**src/rtl/mod_mult_serial_if.sv**
```systemverilog
// Operand/result handshake bundle for the serial modular multiplier.
// Signal names keep the block's port naming, seen from the multiplier.
interface mod_mult_serial_if #(
  parameter int BITWIDTH = 16
);
  logic                iValid;
  logic                oReady;
  logic [BITWIDTH-1:0] iA;
  logic [BITWIDTH-1:0] iB;
  logic [BITWIDTH-1:0] iQ;
  logic                oValid;
  logic                iReady;
  logic [BITWIDTH-1:0] oData;

  modport master (
    output iValid, iA, iB, iQ, iReady,
    input  oReady, oValid, oData
  );

  modport slave (
    input  iValid, iA, iB, iQ, iReady,
    output oReady, oValid, oData
  );
endinterface

```
**src/rtl/mod_mult_serial.sv**
```systemverilog
// Bit-serial interleaved modular multiplier: oData = (A * B) mod Q, MSB-first
// double-and-add, one operand bit per cycle, one operation in flight.
module mod_mult_serial #(
  parameter int BITWIDTH = 16
) (
  input  logic               iClk,
  input  logic               iRstN,
  input  logic               iClr,
  mod_mult_serial_if.slave   bus
);

  localparam int CNT_W = (BITWIDTH > 1) ? $clog2(BITWIDTH) : 1;

  typedef enum logic [1:0] {
    IDLE = 2'd0,
    CALC = 2'd1,
    DONE = 2'd2
  } state_t;

  state_t              stateQ;
  state_t              stateD;
  logic [BITWIDTH-1:0] accQ;
  logic [BITWIDTH-1:0] aQ;
  logic [BITWIDTH-1:0] bQ;
  logic [BITWIDTH-1:0] qQ;
  logic [BITWIDTH-1:0] dataQ;
  logic [CNT_W-1:0]    cntQ;
  logic                validQ;

  logic [BITWIDTH-1:0] accNext;
  logic                accept;
  logic                lastStep;
  logic                resultTaken;

  // Single conditional subtract; valid because the operand is always < 2*m.
  function automatic logic [BITWIDTH:0] condSub(
    input logic [BITWIDTH:0] x,
    input logic [BITWIDTH:0] m
  );
    return (x < m) ? x : (x - m);
  endfunction

  // One double-and-add step, carried at BITWIDTH+1 bits so nothing overflows.
  function automatic logic [BITWIDTH-1:0] modStep(
    input logic [BITWIDTH-1:0] acc,
    input logic [BITWIDTH-1:0] a,
    input logic [BITWIDTH-1:0] q,
    input logic                b
  );
    logic [BITWIDTH:0] qExt;
    logic [BITWIDTH:0] dbl;
    logic [BITWIDTH:0] addend;
    logic [BITWIDTH:0] sum;
    qExt   = {1'b0, q};
    dbl    = condSub({acc, 1'b0}, qExt);
    addend = b ? {1'b0, a} : '0;
    sum    = condSub(dbl + addend, qExt);
    return sum[BITWIDTH-1:0];
  endfunction

  always_comb begin
    accNext = modStep(accQ, aQ, qQ, bQ[cntQ]);
  end

  always_comb begin
    stateD      = stateQ;
    accept      = 1'b0;
    lastStep    = 1'b0;
    resultTaken = 1'b0;
    unique case (stateQ)
      IDLE: begin
        if (bus.iValid) begin
          accept = 1'b1;
          stateD = CALC;
        end
      end
      CALC: begin
        if (cntQ == '0) begin
          lastStep = 1'b1;
          stateD   = DONE;
        end
      end
      DONE: begin
        if (bus.iReady) begin
          resultTaken = 1'b1;
          stateD      = IDLE;
        end
      end
      default: stateD = IDLE;
    endcase
  end

  always_ff @(posedge iClk or negedge iRstN) begin
    if (!iRstN) begin
      stateQ <= IDLE;
    end else if (iClr) begin
      stateQ <= IDLE;
    end else begin
      stateQ <= stateD;
    end
  end

  // Operands are captured only on the accept edge; later bus changes are ignored.
  always_ff @(posedge iClk or negedge iRstN) begin
    if (!iRstN) begin
      accQ   <= '0;
      aQ     <= '0;
      bQ     <= '0;
      qQ     <= '0;
      cntQ   <= '0;
      dataQ  <= '0;
      validQ <= 1'b0;
    end else if (iClr) begin
      accQ   <= '0;
      aQ     <= '0;
      bQ     <= '0;
      qQ     <= '0;
      cntQ   <= '0;
      dataQ  <= '0;
      validQ <= 1'b0;
    end else begin
      if (accept) begin
        aQ   <= bus.iA;
        bQ   <= bus.iB;
        qQ   <= bus.iQ;
        accQ <= '0;
        cntQ <= CNT_W'(BITWIDTH - 1);
      end
      if (stateQ == CALC) begin
        accQ <= accNext;
        if (!lastStep) begin
          cntQ <= cntQ - CNT_W'(1);
        end
      end
      if (lastStep) begin
        dataQ  <= accNext;
        validQ <= 1'b1;
      end
      if (resultTaken) begin
        validQ <= 1'b0;
      end
    end
  end

  assign bus.oReady = (stateQ == IDLE);
  assign bus.oValid = validQ;
  assign bus.oData  = dataQ;

endmodule

```
**src/flat_wrapper.sv**
```systemverilog
// flat-port wrapper written by rule: the top's interface ports become plain ports
module mod_mult_serial_flat 
#(
  parameter int BITWIDTH = 16
)
  (iClk, iRstN, iClr, bus_iValid, bus_iA, bus_iB, bus_iQ, bus_iReady, bus_oReady, bus_oValid, bus_oData);
  mod_mult_serial_if #(.BITWIDTH(BITWIDTH)) bus_i ();
  input  logic iClk;
  input  logic iRstN;
  input  logic iClr;
  input wire logic [$bits(bus_i.iValid)-1:0] bus_iValid;
  input wire logic [$bits(bus_i.iA)-1:0] bus_iA;
  input wire logic [$bits(bus_i.iB)-1:0] bus_iB;
  input wire logic [$bits(bus_i.iQ)-1:0] bus_iQ;
  input wire logic [$bits(bus_i.iReady)-1:0] bus_iReady;
  output wire logic [$bits(bus_i.oReady)-1:0] bus_oReady;
  output wire logic [$bits(bus_i.oValid)-1:0] bus_oValid;
  output wire logic [$bits(bus_i.oData)-1:0] bus_oData;
  assign bus_i.iValid = bus_iValid;
  assign bus_i.iA = bus_iA;
  assign bus_i.iB = bus_iB;
  assign bus_i.iQ = bus_iQ;
  assign bus_i.iReady = bus_iReady;
  assign bus_oReady = bus_i.oReady;
  assign bus_oValid = bus_i.oValid;
  assign bus_oData = bus_i.oData;
  mod_mult_serial #(.BITWIDTH(BITWIDTH)) u_core (.iClk(iClk), .iRstN(iRstN), .iClr(iClr), .bus(bus_i));
endmodule
```
**config.mk**
```make
export PLATFORM = sky130hd
export DESIGN_NAME = mod_mult_serial_flat
export DESIGN_NICKNAME = d
export VERILOG_FILES = /design/src/rtl/mod_mult_serial_if.sv /design/src/rtl/mod_mult_serial.sv /design/src/flat_wrapper.sv
export SDC_FILE = /design/constraint.sdc
export NUM_CORES = 1
export LEC_CHECK = 0
export CAP_MARGIN = 5
export CELL_PAD_IN_SITES_DETAIL_PLACEMENT = 1
export CELL_PAD_IN_SITES_GLOBAL_PLACEMENT = 2
export CORE_ASPECT_RATIO = 1.4
export CORE_MARGIN = 2
export CORE_UTILIZATION = 30
export DETAILED_ROUTE_END_ITERATION = 12
export HOLD_SLACK_MARGIN = 0.03
export PLACE_DENSITY = 0.81
export SYNTH_ARGS = -nofsm -noshare
export SYNTH_HDL_FRONTEND = slang
export SYNTH_SLANG_ARGS = --single-unit
```
**constraint.sdc**
```tcl
create_clock -name iClk -period 13.3 [get_ports iClk]
set_input_delay 2.66 -clock iClk [delete_from_list [all_inputs] [get_ports iClk]]
set_output_delay 2.66 -clock iClk [all_outputs]
set_load 0.01 [all_outputs]
```
==> results.txt <==
Counting flops with a built-in enable in the synthesized netlist gives 0. The measured slew at the worst slew-check pin is about 1.3 ns. In the layout the commonest cells are 142 x nand2_1, 102 x a21oi_1, 87 x dfrtp_1. After synthesis the netlist holds a flip-flop and latch count of just under 90. Setup repair after global routing left no endpoint under its margin. Measured against the total synthesized area, the mux share comes to 3.00%. The post-synthesis async set-or-reset flop share is 100%. The least setup slack across all paths after layout is 5.77 ns. The ratio of routed vias to standard cells came out at 5.39. The clock buffer count from CTS came out at 9. The number of cell instances on the worst register-to-register path is 25.

The worst register-to-register path begins at u_core.qQ[14]. The total iterations of the first detailed-routing run came out at 5. The core footprint is between 0.02 and 0.025 mm2.

For this run, the leading register cell type out of synthesis is dfrtp_1. The source-to-sink clock delay at the later pin of the worst-skew pair is 0.36 ns. The count of boundary I/O pins is 71. For this run, design rule violations remaining after detail routing come to 0.

The overall routing resource usage is 19.2%. The initial utilization of the core area, before any placement, comes to 30.3%. The post-detailed-route wirelength per cell came out at 19.3 um. The total number of vias came out at about 5900. The simple logic cell fraction of the synthesized area came out at 19.6%. Timing analysis after detailed placement gives a worst setup slack of 6.05 ns. The net count after synthesis came out at 874. The worst setup path is launched from a flip-flop. The layout has 2494 filler cells. For this design the static power due to leakage is 3.34 nW. The worst setup path is of the reg -> reg kind. The post-synthesis cell count is approximately 770.

Summed over all layers, the global routing overflow is 0. The final RePlAce weighted congestion came out at 0.874. The number of global-route vias before repair came out at 5965. The number of cells on the worst hold path is 2. The half-perimeter wire length of the detailed placement result came out at 16200 um.

The number of antenna violations at the first check in global routing is 0. The hold path startpoint is u_core.bus.oData[11]. In the final timing run, aggregate negative setup slack is 0 ns. TritonCTS built the clock tree.

Buffers placed on the I/O ports in this run total 70. The slowest stage of the critical path belongs to the cell nor2b_1. Setup violations remaining at the end of the flow were counted as 0. In this run the power density over the cells is 289 mW/mm2.

The maximum level of the CTS H-tree is 3. The cell accounting for the most synthesized area is dfrtp_1. For this run, the top clock speed supported by timing is 0.133 GHz. For this block, the initial DRC count from the detailed router was 219.

The area growth from synthesis to final layout is 19.5%. The number of buffers inserted by post-CTS setup repair came out at 0. The arrival time of data at the critical path endpoint came out at 7.78 ns. The post-cts sizing count came out at 0. In this design, the largest share of critical-path delay is due to compound AO/OA/AOI/OAI gates. The floorplan step defined a die boundary enclosing 0.0225 mm2.

The peak fanout along the critical path is 23. The portion of the clock cycle consumed by the worst path in the final layout came out at a little under three fifths. The post-detailed-routing wire length is 20900 um. By area the synthesized netlist is led by dfrtp_1 34%, ha_1 9.8%, nand2_1 8.3%.

The beginning of the critical path is u_core.qQ[14]. The minimum period implied by the final worst setup slack is about 7.5 ns. After synthesis, flip-flops and latches occupy 34.1% of the total area.

The die is 127 um wide. The XOR/XNOR share of the synthesized area is 5.66%. The cell area after technology mapping is 0.00639 mm2. The run finished with clean final reports.

Measured against its own limit, the worst slew margin works out to 10.4%. The number of buffers and inverters on the critical path is 3. The tree built by TritonCTS fans out to 87 sinks. The final count of hold timing violations is 0. Across the run, the number of max-cap violations was 0. The first global-routing pass estimated 33100 um of wire.

Leaving out filler cells and counting taps, the final layout contains 1085. The fraction of the mapped netlist area in adder cells came out at a little over a tenth. The total number of nets in the final design is roughly 930. In this run the worst hold path is classified as reg -> reg.

The setup slack of the worst register-to-register path came out at 5.77 ns. The fraction of the mapped netlist area in compound gates is 22.6%. Counting tap cells, the placed design contains a total of 1070 instances. After synthesis, the largest area contributor takes up 34.1% of total cell area.

After clock tree synthesis, the flow added hold-fix buffers numbering 0. The clock-pin transition on the worst setup and hold timing paths is 0.07 ns. After synthesis, the largest family of logic cells by area is compound AO/OA/AOI/OAI gates. The number of antenna diodes came out at 0. Dividing the synthesized area by the synthesized cell count gives slightly above 8 um2. The largest single stage delay on the critical path is between 1 and 1.5 ns. The vertical extent of the die came out at 177 um. The largest voltage drop on the vdd net came out at roughly 0.09 mV. The number of stages on the worst setup path is 25. Leaving out fill and tap cells, the most frequent cell in the layout is nand2_1.

The count of synthesis-stage warnings from yosys came out at 0. The clock tree root driver cell is clkbuf_16. The remaining number of nets flagged by the antenna check after routing came out at 0. The count of cell types in the netlist is 60.

The number of core rows came out at 63. The clock passes through at most 2 buffers. The maximum clock skew at final layout came out at 0.0120 ns. The required time at the endpoint of the critical path is ~14 ns. STA classifies the critical path endpoint as a flip-flop. The largest net degree at the start of global routing came out at 60. The fraction of layout cells with a size suffix above 1 came out at ~5.6%. The number of max-slew violations in the final report was 0.
area by class of cell:
| type | instances | area (um2) | share of cell area (%) |
|---|---|---|---|
| inverters | 38 | 143 | 1.87 |
| flip-flops and latches | 87 | 2180 | 28.5 |
| clock buffers | 11 | 253 | 3.31 |
| multi-input cells | 608 | 3930 | 51.5 |
| clock inverters | 4 | 53.8 | 0.705 |
| well taps | 260 | 325 | 4.26 |
| repair buffers | 77 | 746 | 9.77 |
per-layer routing:
| layer | wire [um] | vias to the layer above | track usage, % |
|---|---|---|---|
| li1 | - | 2841 | - |
| met4 | 956 | 0 | 10.9 |
| met2 | 10900 | 128 | 33.8 |
| met1 | 8460 | 2842 | 22.8 |
| met3 | 590 | 39 | 1.66 |
| met5 | 0 | - | 0 |
sequential cells by signal, indices dropped and copies added (netlist names):
| register | cells |
|---|---|
| u_core.stateQ | 2 |
| u_core.accQ | 16 |
| u_core.qQ | 16 |
| u_core.aQ | 16 |
| u_core.cntQ | 4 |
| u_core.bus.oData | 16 |
| u_core.bus.oValid | 1 |
| u_core.bQ | 16 |
path summary, 6_finish.rpt:
path,endpoint
min reg2reg,u_core.bus.oData[11]
max,u_core.accQ[13]
max reg2reg,u_core.accQ[13]
min in group asynchronous,u_core.qQ[9]
min,u_core.bus.oData[11]
max in group asynchronous,u_core.aQ[13]
tightest hold or removal path: stages, from the launching register on:
cell	delay, ns
dfrtp_1	0.35
nand2_1	0.05
o31ai_1	0.05
synthesized netlist by cell type (all sizes together) (14+ instances only):
library cell    n
nand2         142
a21oi         102
dfrtp          87
ha             50
nor2           48
inv            38
o21ai          36
clkbuf         30
xnor2          26
and2           18
a21o           16
a32o           14
nor3           14
cells by family (layout without fill, tap and decap cells):
family	after synthesis	in the layout
xor+xnor	38	38
compound gates	228	228
flops	87	87
mux	12	12
simple gates	277	277
buf+inv	73	130
fa+ha+maj	53	53
stage by stage:
step / hold WS, ns / util [%] / total power (W) / instance area, um2
3_3_place_gp: 0.464 / 34.8 / 0.00192 / 7320
4_1_cts: 0.485 / 36.3 / 0.00221 / 7630
6_report: 0.478 / 36.3 / 0.00221 / 7630
2_1_floorplan: 0.471 / - / 0.00148 / 6390
3_5_place_dp: 0.468 / 34.8 / 0.00193 / 7320
5_1_grt: 0.504 / 36.3 / 0.00239 / 7630
power by group:
part	internal [W]	total (W)	leakage, nW	switching (W)
logic	0.000598	0.00159	2.02	0.000992
registers	0.000307	0.000347	1.18	0.0000397
clock network	0.000156	0.000271	0.144	0.000116
(Power assumes the default switching activity.)
